<file path="src/rtl/midi_pkg.sv">
// midi_pkg: shared definitions for the MIDI transmit path.
//   - Status-nibble constants for the channel-voice and system message groups.
//   - FSM state types for the message sequencer and the byte serialiser.
//   - msg_len():    number of bytes (1..3) a message occupies on the wire,
//                   derived from its status byte.
//   - is_channel(): true for channel-voice status bytes 8x..Ex.
//   - msg_byte():   picks byte 0/1/2 (status/data1/data2) out of a packed message.
package midi_pkg;

  localparam logic [3:0] NOTE_OFF = 4'h8;
  localparam logic [3:0] NOTE_ON  = 4'h9;
  localparam logic [3:0] POLY_AT  = 4'hA;
  localparam logic [3:0] CC       = 4'hB;
  localparam logic [3:0] PROG     = 4'hC;
  localparam logic [3:0] CH_AT    = 4'hD;
  localparam logic [3:0] PBEND    = 4'hE;
  localparam logic [3:0] SYS      = 4'hF;

  typedef enum logic [1:0] {S_IDLE, S_LOAD, S_SEND} msg_state_t;
  typedef enum logic [1:0] {U_IDLE, U_START, U_DATA, U_STOP} uart_state_t;

  function automatic logic [1:0] msg_len(input logic [7:0] status);
    logic [1:0] len;
    len = 2'd1;
    case (status[7:4])
      NOTE_OFF, NOTE_ON, POLY_AT, CC, PBEND: len = 2'd3;
      PROG, CH_AT:                           len = 2'd2;
      SYS: begin
        case (status[3:0])
          4'h1, 4'h3: len = 2'd2;   // MTC quarter frame, song select
          4'h2:       len = 2'd3;   // song position pointer
          default:    len = 2'd1;   // sysex start, undefined, realtime
        endcase
      end
      default: len = 2'd1;
    endcase
    return len;
  endfunction

  function automatic logic is_channel(input logic [7:0] status);
    return (status[7:4] >= NOTE_OFF) && (status[7:4] <= PBEND);
  endfunction

  function automatic logic [7:0] msg_byte(input logic [23:0] msg, input logic [1:0] idx);
    logic [7:0] b;
    case (idx)
      2'd0:    b = msg[23:16];
      2'd1:    b = msg[15:8];
      default: b = msg[7:0];
    endcase
    return b;
  endfunction

endpackage

</file>
<file path="src/rtl/midi_msg_tx_uart.sv">
// uart_tx_byte: transmits one 8N1 frame (start 0, 8 data bits LSB first,
// stop 1), each bit exactly BIT_CYCLES clocks long.
// Ports:
//   clk    in   system clock
//   rst_n  in   asynchronous active-low reset; line returns high immediately
//   start  in   launch a frame with data (honoured only while ready=1)
//   data   in   byte to send, sampled when start & ready
//   ready  out  a new frame may be launched this cycle
//   done   out  final cycle of the stop bit (frame completes at next edge)
//   tx     out  serial line, idle high (registered)
// ready is also high in the last stop-bit cycle so that a following byte can
// be launched with its start bit directly abutting the previous stop bit.
module uart_tx_byte
  import midi_pkg::*;
#(
  parameter int BIT_CYCLES = 1600
) (
  input  logic       clk,
  input  logic       rst_n,
  input  logic       start,
  input  logic [7:0] data,
  output logic       ready,
  output logic       done,
  output logic       tx
);

  localparam int CNT_W = (BIT_CYCLES > 1) ? $clog2(BIT_CYCLES) : 1;
  localparam logic [CNT_W-1:0] CNT_LAST = CNT_W'(BIT_CYCLES - 1);

  uart_state_t      state_reg, state_next;
  logic [CNT_W-1:0] cnt_reg, cnt_next;
  logic [2:0]       bit_reg, bit_next;
  logic [7:0]       shift_reg, shift_next;
  logic             tx_reg, tx_next;
  logic             bit_end;

  always_ff @(posedge clk or negedge rst_n) begin
    if (!rst_n) begin
      state_reg <= U_IDLE;
      cnt_reg   <= '0;
      bit_reg   <= 3'd0;
      shift_reg <= 8'h00;
      tx_reg    <= 1'b1;
    end else begin
      state_reg <= state_next;
      cnt_reg   <= cnt_next;
      bit_reg   <= bit_next;
      shift_reg <= shift_next;
      tx_reg    <= tx_next;
    end
  end

  always_comb begin
    state_next = state_reg;
    cnt_next   = cnt_reg;
    bit_next   = bit_reg;
    shift_next = shift_reg;
    tx_next    = tx_reg;
    bit_end    = (cnt_reg == CNT_LAST);

    // The bit counter restarts at every bit boundary.
    if (state_reg != U_IDLE) begin
      cnt_next = bit_end ? '0 : cnt_reg + 1'b1;
    end

    case (state_reg)
      U_IDLE: tx_next = 1'b1;
      U_START: begin
        if (bit_end) begin
          state_next = U_DATA;
          bit_next   = 3'd0;
          tx_next    = shift_reg[0];
        end
      end
      U_DATA: begin
        if (bit_end) begin
          if (bit_reg == 3'd7) begin
            state_next = U_STOP;
            tx_next    = 1'b1;
          end else begin
            bit_next   = bit_reg + 3'd1;
            shift_next = {1'b0, shift_reg[7:1]};
            tx_next    = shift_reg[1];
          end
        end
      end
      U_STOP: begin
        if (bit_end) state_next = U_IDLE;
      end
      default: state_next = U_IDLE;
    endcase

    done  = (state_reg == U_STOP) && bit_end;
    ready = (state_reg == U_IDLE) || done;

    if (start && ready) begin
      state_next = U_START;
      cnt_next   = '0;
      shift_next = data;
      tx_next    = 1'b0;
    end
  end

  assign tx = tx_reg;

endmodule

</file>
<file path="src/rtl/midi_msg_tx.sv">
// midi_msg_tx: serialises one {status,data1,data2} MIDI message onto MIDI OUT
// as 1..3 back-to-back 8N1 frames at BAUD, with optional running status.
// Ports:
//   CLK        in   system clock
//   nRST       in   asynchronous active-low reset (aborts any frame)
//   MSG        in   [23:16] status, [15:8] data1, [7:0] data2
//   MSG_VALID  in   MSG valid, held until accepted
//   MSG_READY  out  ready to accept (idle and out of reset)
//   MIDI_TX    out  serial line, idle high
//   BUSY       out  from the cycle after acceptance through MSG_DONE
//   MSG_DONE   out  1-cycle pulse after the final stop bit
//   MSG_ERR    out  1-cycle pulse after accepting a message with MSG[23]=0
module midi_msg_tx
  import midi_pkg::*;
#(
  parameter int CLK_FREQ       = 50_000_000,
  parameter int BAUD           = 31250,
  parameter bit RUNNING_STATUS = 1'b0
) (
  input  logic        CLK,
  input  logic        nRST,
  input  logic [23:0] MSG,
  input  logic        MSG_VALID,
  output logic        MSG_READY,
  output logic        MIDI_TX,
  output logic        BUSY,
  output logic        MSG_DONE,
  output logic        MSG_ERR
);

  localparam int BIT_CYCLES = CLK_FREQ / BAUD;

  msg_state_t  state_reg, state_next;
  logic        run_reg;
  logic [23:0] msg_reg, msg_next;
  logic [1:0]  idx_reg, idx_next;
  logic [1:0]  last_reg, last_next;
  logic [7:0]  rs_reg, rs_next;        // 8'h00 = no running status stored
  logic        done_reg, done_next;
  logic        err_reg, err_next;
  logic        byte_start, byte_ready, byte_done;
  logic [7:0]  byte_data;
  logic [7:0]  status_in;
  logic        accept, skip;

  always_ff @(posedge CLK or negedge nRST) begin
    if (!nRST) begin
      state_reg <= S_IDLE;
      run_reg   <= 1'b0;
      msg_reg   <= 24'h0;
      idx_reg   <= 2'd0;
      last_reg  <= 2'd0;
      rs_reg    <= 8'h00;
      done_reg  <= 1'b0;
      err_reg   <= 1'b0;
    end else begin
      state_reg <= state_next;
      run_reg   <= 1'b1;
      msg_reg   <= msg_next;
      idx_reg   <= idx_next;
      last_reg  <= last_next;
      rs_reg    <= rs_next;
      done_reg  <= done_next;
      err_reg   <= err_next;
    end
  end

  assign MSG_READY = run_reg && (state_reg == S_IDLE);

  always_comb begin
    state_next = state_reg;
    msg_next   = msg_reg;
    idx_next   = idx_reg;
    last_next  = last_reg;
    rs_next    = rs_reg;
    done_next  = 1'b0;
    err_next   = 1'b0;
    byte_start = 1'b0;
    byte_data  = msg_byte(msg_reg, idx_reg);
    status_in  = MSG[23:16];
    accept     = MSG_VALID && MSG_READY;
    // rs_reg is never 00 while holding a status, so an empty store never matches.
    skip       = RUNNING_STATUS && is_channel(status_in) && (status_in == rs_reg);

    case (state_reg)
      S_IDLE: begin
        if (accept) begin
          if (!status_in[7]) begin
            err_next = 1'b1;              // swallowed, nothing transmitted
          end else begin
            msg_next   = MSG;
            idx_next   = skip ? 2'd1 : 2'd0;
            last_next  = msg_len(status_in) - 2'd1;
            state_next = S_LOAD;
            if (is_channel(status_in)) begin
              rs_next = status_in;
            end else if (status_in[7:4] == SYS && !status_in[3]) begin
              rs_next = 8'h00;            // F0-F7 cancel running status
            end
          end
        end
      end
      S_LOAD: begin
        if (byte_ready) begin
          byte_start = 1'b1;
          state_next = S_SEND;
        end
      end
      S_SEND: begin
        // The next byte is picked during the last stop-bit cycle so its start
        // bit abuts the previous stop bit with no idle gap.
        if (byte_done) begin
          if (idx_reg != last_reg) begin
            byte_start = 1'b1;
            byte_data  = msg_byte(msg_reg, idx_reg + 2'd1);
            idx_next   = idx_reg + 2'd1;
          end else begin
            state_next = S_IDLE;
            done_next  = 1'b1;
          end
        end
      end
      default: state_next = S_IDLE;
    endcase
  end

  uart_tx_byte #(
    .BIT_CYCLES(BIT_CYCLES)
  ) u_uart (
    .clk   (CLK),
    .rst_n (nRST),
    .start (byte_start),
    .data  (byte_data),
    .ready (byte_ready),
    .done  (byte_done),
    .tx    (MIDI_TX)
  );

  assign BUSY     = (state_reg != S_IDLE) || done_reg;
  assign MSG_DONE = done_reg;
  assign MSG_ERR  = err_reg;

endmodule

</file>
<file path="config.mk">
export PLATFORM = sky130hd
export DESIGN_NAME = midi_msg_tx
export DESIGN_NICKNAME = d
export VERILOG_FILES = /design/src/rtl/midi_pkg.sv /design/src/rtl/midi_msg_tx_uart.sv /design/src/rtl/midi_msg_tx.sv
export SDC_FILE = /design/constraint.sdc
export NUM_CORES = 1
export LEC_CHECK = 0
export ABC_AREA = 1
export CAP_MARGIN = 20
export CORE_MARGIN = 3
export CORE_UTILIZATION = 55
export DETAILED_ROUTE_END_ITERATION = 6
export PLACE_DENSITY = 0.79
export SYNTH_ARGS = -nofsm -noshare
export SYNTH_HDL_FRONTEND = slang
export SYNTH_SLANG_ARGS = --single-unit
</file>
<file path="constraint.sdc">
create_clock -name CLK -period 1.8 [get_ports CLK]
set_input_delay 0.18 -clock CLK [delete_from_list [all_inputs] [get_ports CLK]]
set_output_delay 0.18 -clock CLK [all_outputs]
set_load 0.05 [all_outputs]
</file>
[Word level (Yosys, flattened, before mapping)]
Index checks and enable logic that the tools add are counted.
W data, S select, Z words.
Storage, ports and cells
  register bits: 58
  output and inout port bits: 5
Operators by class
  $add $sub $neg: 4
  eq/ne operators: 35
  muxes and demuxes: 53
  reduce and logical (&&, ||, !) cells: 29
Operator list (count)
  $mux W8: 7
  $mux W2: 17
  $mux W11: 3
  $eq A4 B4 Y1 const B: 8
  $pmux W8 S2: 2
  $pmux W2 S3: 3
  $ne A2 B2 Y1 const B: 8
  $reduce_and A5 Y1: 3
  $reduce_bool A2 Y1: 7
  $mux W1: 13
  $add A11 B1 Y11 const B: 1
  $eq A11 B11 Y1 const B: 1
  $mux W3: 3
  $ne A3 B1 Y1 const B: 3
  $reduce_and A3 Y1: 3
  $eq A2 B1 Y1 const B: 4
  $eq A4 B2 Y1 const B: 2
  $logic_not A2 Y1: 4
  $pmux W2 S2: 2
  $reduce_bool A4 Y1: 2
  $eq A2 B2 Y1 const B: 3
  $pmux W3 S2: 1
  $reduce_or A5 Y1: 1
  $eq A4 B1 Y1 const B: 1
  13 further kinds: 19

[Depth between registers and ports, before layout]
  depth in word-level cells: 8
  depth in mapped cells: 12

[Modules after synthesis]
A second synthesis with hierarchy kept.
Second synthesis, totals
  cells, all modules: 440
  area total of the unflattened synthesis: 3334.4 um^2
By module, submodules not included
  midi_msg_tx: instances 1, cells each 282, area each 1979.4 um^2
  uart_tx_byte: instances 1, cells each 158, area each 1355.0 um^2

[Worst setup path after synthesis]
OpenSTA, ideal clock, no wires.
  kind: reg2reg
  start point: register state_reg[0]
  end point: register last_reg[0]
  data arrival time: 1517 ps
  data required time: 1676 ps
  path slack: 159 ps
  stages on the path, launching flop included: 10
  cells stage by stage: dfrtp_1 -> inv_1 -> ha_1 -> nand2_1 -> nor2_1 -> inv_1 -> nor2_1 -> clkinv_1 -> nand2_1 -> o21ai_1
On the way
  cells in the longest elaborated chain, start to end: 4
RTL lines
  start: declaration: line midi_msg_tx.sv:33  | msg_state_t state_reg, state_next;
  start signal: assignment: line midi_msg_tx.sv:57  | state_reg <= state_next;
  $logic_not A2 Y1 (*): line midi_msg_tx.sv:68, midi_msg_tx.sv:85
  $logic_and A1 B1 Y1: line midi_msg_tx.sv:68  | assign MSG_READY = run_reg && (state_reg == S_IDLE);
  $logic_and A1 B1 Y1: line midi_msg_tx.sv:81  | accept = MSG_VALID && MSG_READY;
  $reduce_and A3 Y1 (no line) (*)
  end signal: assignment: line midi_msg_tx.sv:61  | last_reg <= last_next;
  end: declaration: line midi_msg_tx.sv:37  | logic [1:0] last_reg, last_next;
Every way passes the cells marked *; elsewhere a longest branch is shown, timed or not.
A chain may end at the register's enable or synchronous reset.

[Worst setup path in the final report]
  start point: register u_uart.cnt_reg[0]
  end point: register u_uart.shift_reg[0]
On the way
  cells in the longest elaborated chain, start to end: 8
  elaborated cells on any way between the ends: 14
  those cells by class: eq/ne: 2; mux: 6; reduce/logical: 6
RTL lines
  start: declaration: line midi_msg_tx_uart.sv:31  | logic [CNT_W-1:0] cnt_reg, cnt_next;
  start signal: assignment: line midi_msg_tx_uart.sv:46  | cnt_reg <= cnt_next;
  $eq A11 B11 Y1 (*): line midi_msg_tx_uart.sv:59  | bit_end = (cnt_reg == CNT_LAST);
  $logic_and A1 B1 Y1: line midi_msg_tx_uart.sv:93  | done = (state_reg == U_STOP) && bit_end;
  $logic_or A1 B1 Y1: line midi_msg_tx_uart.sv:94  | ready = (state_reg == U_IDLE) || done;
  $mux W1: line midi_msg_tx.sv:104  | if (byte_ready) begin
  $pmux W1 S2: line midi_msg_tx.sv:85  | case (state_reg)
  $logic_and A1 B1 Y1: line midi_msg_tx_uart.sv:96  | if (start && ready) begin
  $ne A2 B2 Y1 (no line) / $reduce_bool A2 Y1 (equally long branches)
  $reduce_and A3 Y1 (no line)
  end signal: assignment: line midi_msg_tx_uart.sv:48  | shift_reg <= shift_next;
  end: declaration: line midi_msg_tx_uart.sv:33  | logic [7:0] shift_reg, shift_next;
Marked as above.

==> results.ini <==
[grt]
antenna_found_initial = 0
gr-total-overflow = 0
grt_pass1_vias = 2904
grt_max_degree = 39
grt_pass1_wl_mm = 12.6
grt.total_usage_pct = 21.7

[finish]
syn2layout_area_growth_pct = 27.2
final_cells = 564
finish.utilization_pct = 74.4
drive_gt1_share_pct = 16.3
filler_cell_count = 391
largest_register_ff_count = 24
nNetsFinal = 533
layout_common_cells = nand2_1, dfrtp_1, inv_1, o21ai_0, clkdlybuf4s50_1
final_common_cell = nand2_1
n_antenna_cell = 0

[power]
p_total_uw = 6480
peakVddDrop_mv = 1.05
p_leak_uw = 0.00203
p_per_area_mw_per_mm2 = 1540

[sta]
relSlewSlack_pct = 65.6
finalClockSkew_ns = 0.00405
setup_viol = 0
tightest_slew_ns = 0.514
rsz0062_at_grt = yes
max_freq_mhz = 569
slew_viol_final = 0
whs_ns = 0.379
fin_crit_ns = 1.76
finalHoldViolCount = 0
fin_crit_sh_pct = 97.7

[clock_tree]
numCtsBuffers = 9
path_clk_slew_ns = 0.06
cts_tree = done
clk_latency_ns = 0.33
root_buffer = clkbuf_8
cts_sinks = 58
cts-htree-levels = 3
clock_path_buffers = 2

[logic_synthesis]
synth_fp_nets = 473
yosys_warnings = 0
async_flop_share_pct = 100
ys_ff_latch = 58
synth_cell_types = 37
syn_inst = 428
synth-main-ff-cell = dfrtp_1
synth_area_per_cell_um2 = 7.71
synth_edf_count = 0
yosysSeqAreaShare_pct = 44.0
netlist_area_mm2 = 0.00330

[route]
routed_wl_mm = 7.67
drtAntennaViolNets = 0
drc = 0
wl_met3_um = 391
vias_per_cell = 5.37
wl_met1_mm = 3.55
wl_met2_mm = 3.58
wl_per_cell_um = 13.6
drt_iter0_markers = 179
drtPass1Iterations = 4
vias = 3030
top_layer = met4

[flow_run]
cap_violations = 0

[critical_path]
crit_arrival_ns = 1.98
required_ns = 2.02
crit_path_start_kind = flop
path_class = reg -> reg
end_kind = flop
worstPathMaxFanout = 12

[placed_design]
place.detailed.hpwl_mm = 5.21
gp_congestion = 0.827
dp_cells = 538
port_buffers = 31

[die]
die_area_mm2 = 0.00696
die_h_um = 83.4
die_width_um = 83.4
core_area_mm2 = 0.00564
io_pins = 32
floorplan.initialDensity_pct = 58.5
row_count = 27

[run_status]
status = completed

[worst_hold_path]
hold_path_class = in -> async

[worst paths after layout]
check | slack (ns) | from | cells past startpoint | end
worst max-delay path | 0.04 | u_uart.cnt_reg[0] | 10 | u_uart.shift_reg[0]
worst min-delay path | 0.38 | nRST | 3 | msg_reg[14]
worst max register to register | 0.04 | u_uart.cnt_reg[0] | 10 | u_uart.shift_reg[0]
worst min register to register | 0.46 | u_uart.tx | 2 | u_uart.tx
max in group asynchronous | 1.03 | nRST | 3 | u_uart.tx
min in group CLK | 0.39 | MSG[0] | 3 | msg_reg[0]
[cell type report]
cell class / count / area [µm²] / share of cell area [%]
Clock inverter: 2 / 35.0 / 0.835
Clock buffer: 13 / 169 / 4.03
Sequential cell: 58 / 1450 / 34.6
Tap cell: 72 / 90.1 / 2.15
Timing Repair Buffer: 54 / 505 / 12.0
Multi-Input combinational cell: 306 / 1710 / 40.8
Inverter: 59 / 234 / 5.58
[timing repair]
action	CTS	global route
pin swaps	0	6
endpoints found under the setup margin	24	49
resized for setup	10	33
setup buffers	2	5
gates cloned	0	3
hold buffers	1	0
hold endpoints to repair	57	0
[through the flow]
stage	setup TNS, ns	setup slack, ns	instance area (µm²)
finish	0	0.0415	4200
global route	-0.770	-0.0828	4200
CTS	0	0.00304	4050
detailed placement	-0.265	-0.0838	3780
global placement	0	0.00637	3780
floorplan	0	0.159	3300
[report_power, final]
| group | switching [µW] | internal [µW] | total [µW] |
|---|---|---|---|
| clock network | 486 | 743 | 1230 |
| registers | 349 | 1790 | 2140 |
| logic | 1870 | 1230 | 3110 |
| total | 2710 | 3770 | 6480 |
[kinds of logic (layout without fill, tap and decap cells)]
kind of cell / after synthesis / count (layout) / synth area share (%)
adder cells (fa/ha/maj): 18 / 18 / 6.83
AO/OA/AOI/OAI: 83 / 83 / 14.2
buffers and inverters: 67 / 128 / 8.00
AND/OR/NAND/NOR: 193 / 196 / 24.6
other: 1 / 1 / 0.114
multiplexers: 2 / 2 / 0.607
flip-flops: 58 / 58 / 44.0
XOR/XNOR: 6 / 6 / 1.59
[Yosys cell counts, types with 2 or more instances]
cell type    n  area, µm²
nand2_2      2       12.5
nor2_2       2       12.5
a22oi_1      2       15.0
a21oi_1     10       50.1
inv_1       55        206
o22ai_1     15       93.8
nand2_1    129        484
inv_2        3       11.3
nor2_1      25       93.8
nor2_4       2       22.5
ha_1        18        225
mux2i_1      2       20.0
clkbuf_1     5       18.8
a22o_1       2       17.5
o21ai_1      3       15.0
dfrtp_1     57       1430
o211ai_1     2       15.0
xor2_1       5       43.8
nand3_1     24        120
nor3_1       4       20.0
o21ai_0     45        225
[routing by layer]
layer  vias up  global-route usage (%)
met3        18                    4.96
met4         0                    7.75
li1       1505                       -
met1      1405                    29.2
met5         -                       0
met2       102                    34.5
[critical path, stage by stage, from the launching register on]
cell and delay, ns:
dfrtp_1 0.37, ha_2 0.21, nand3_4 0.10, nor2_4 0.19
nand3_4 0.14, o21bai_4 0.21, nand2_2 0.14, inv_6 0.14
nand2_1 0.07, nand2_1 0.06, nor2_1 0.03
No activity file was read; power rests on OpenSTA's default activity.
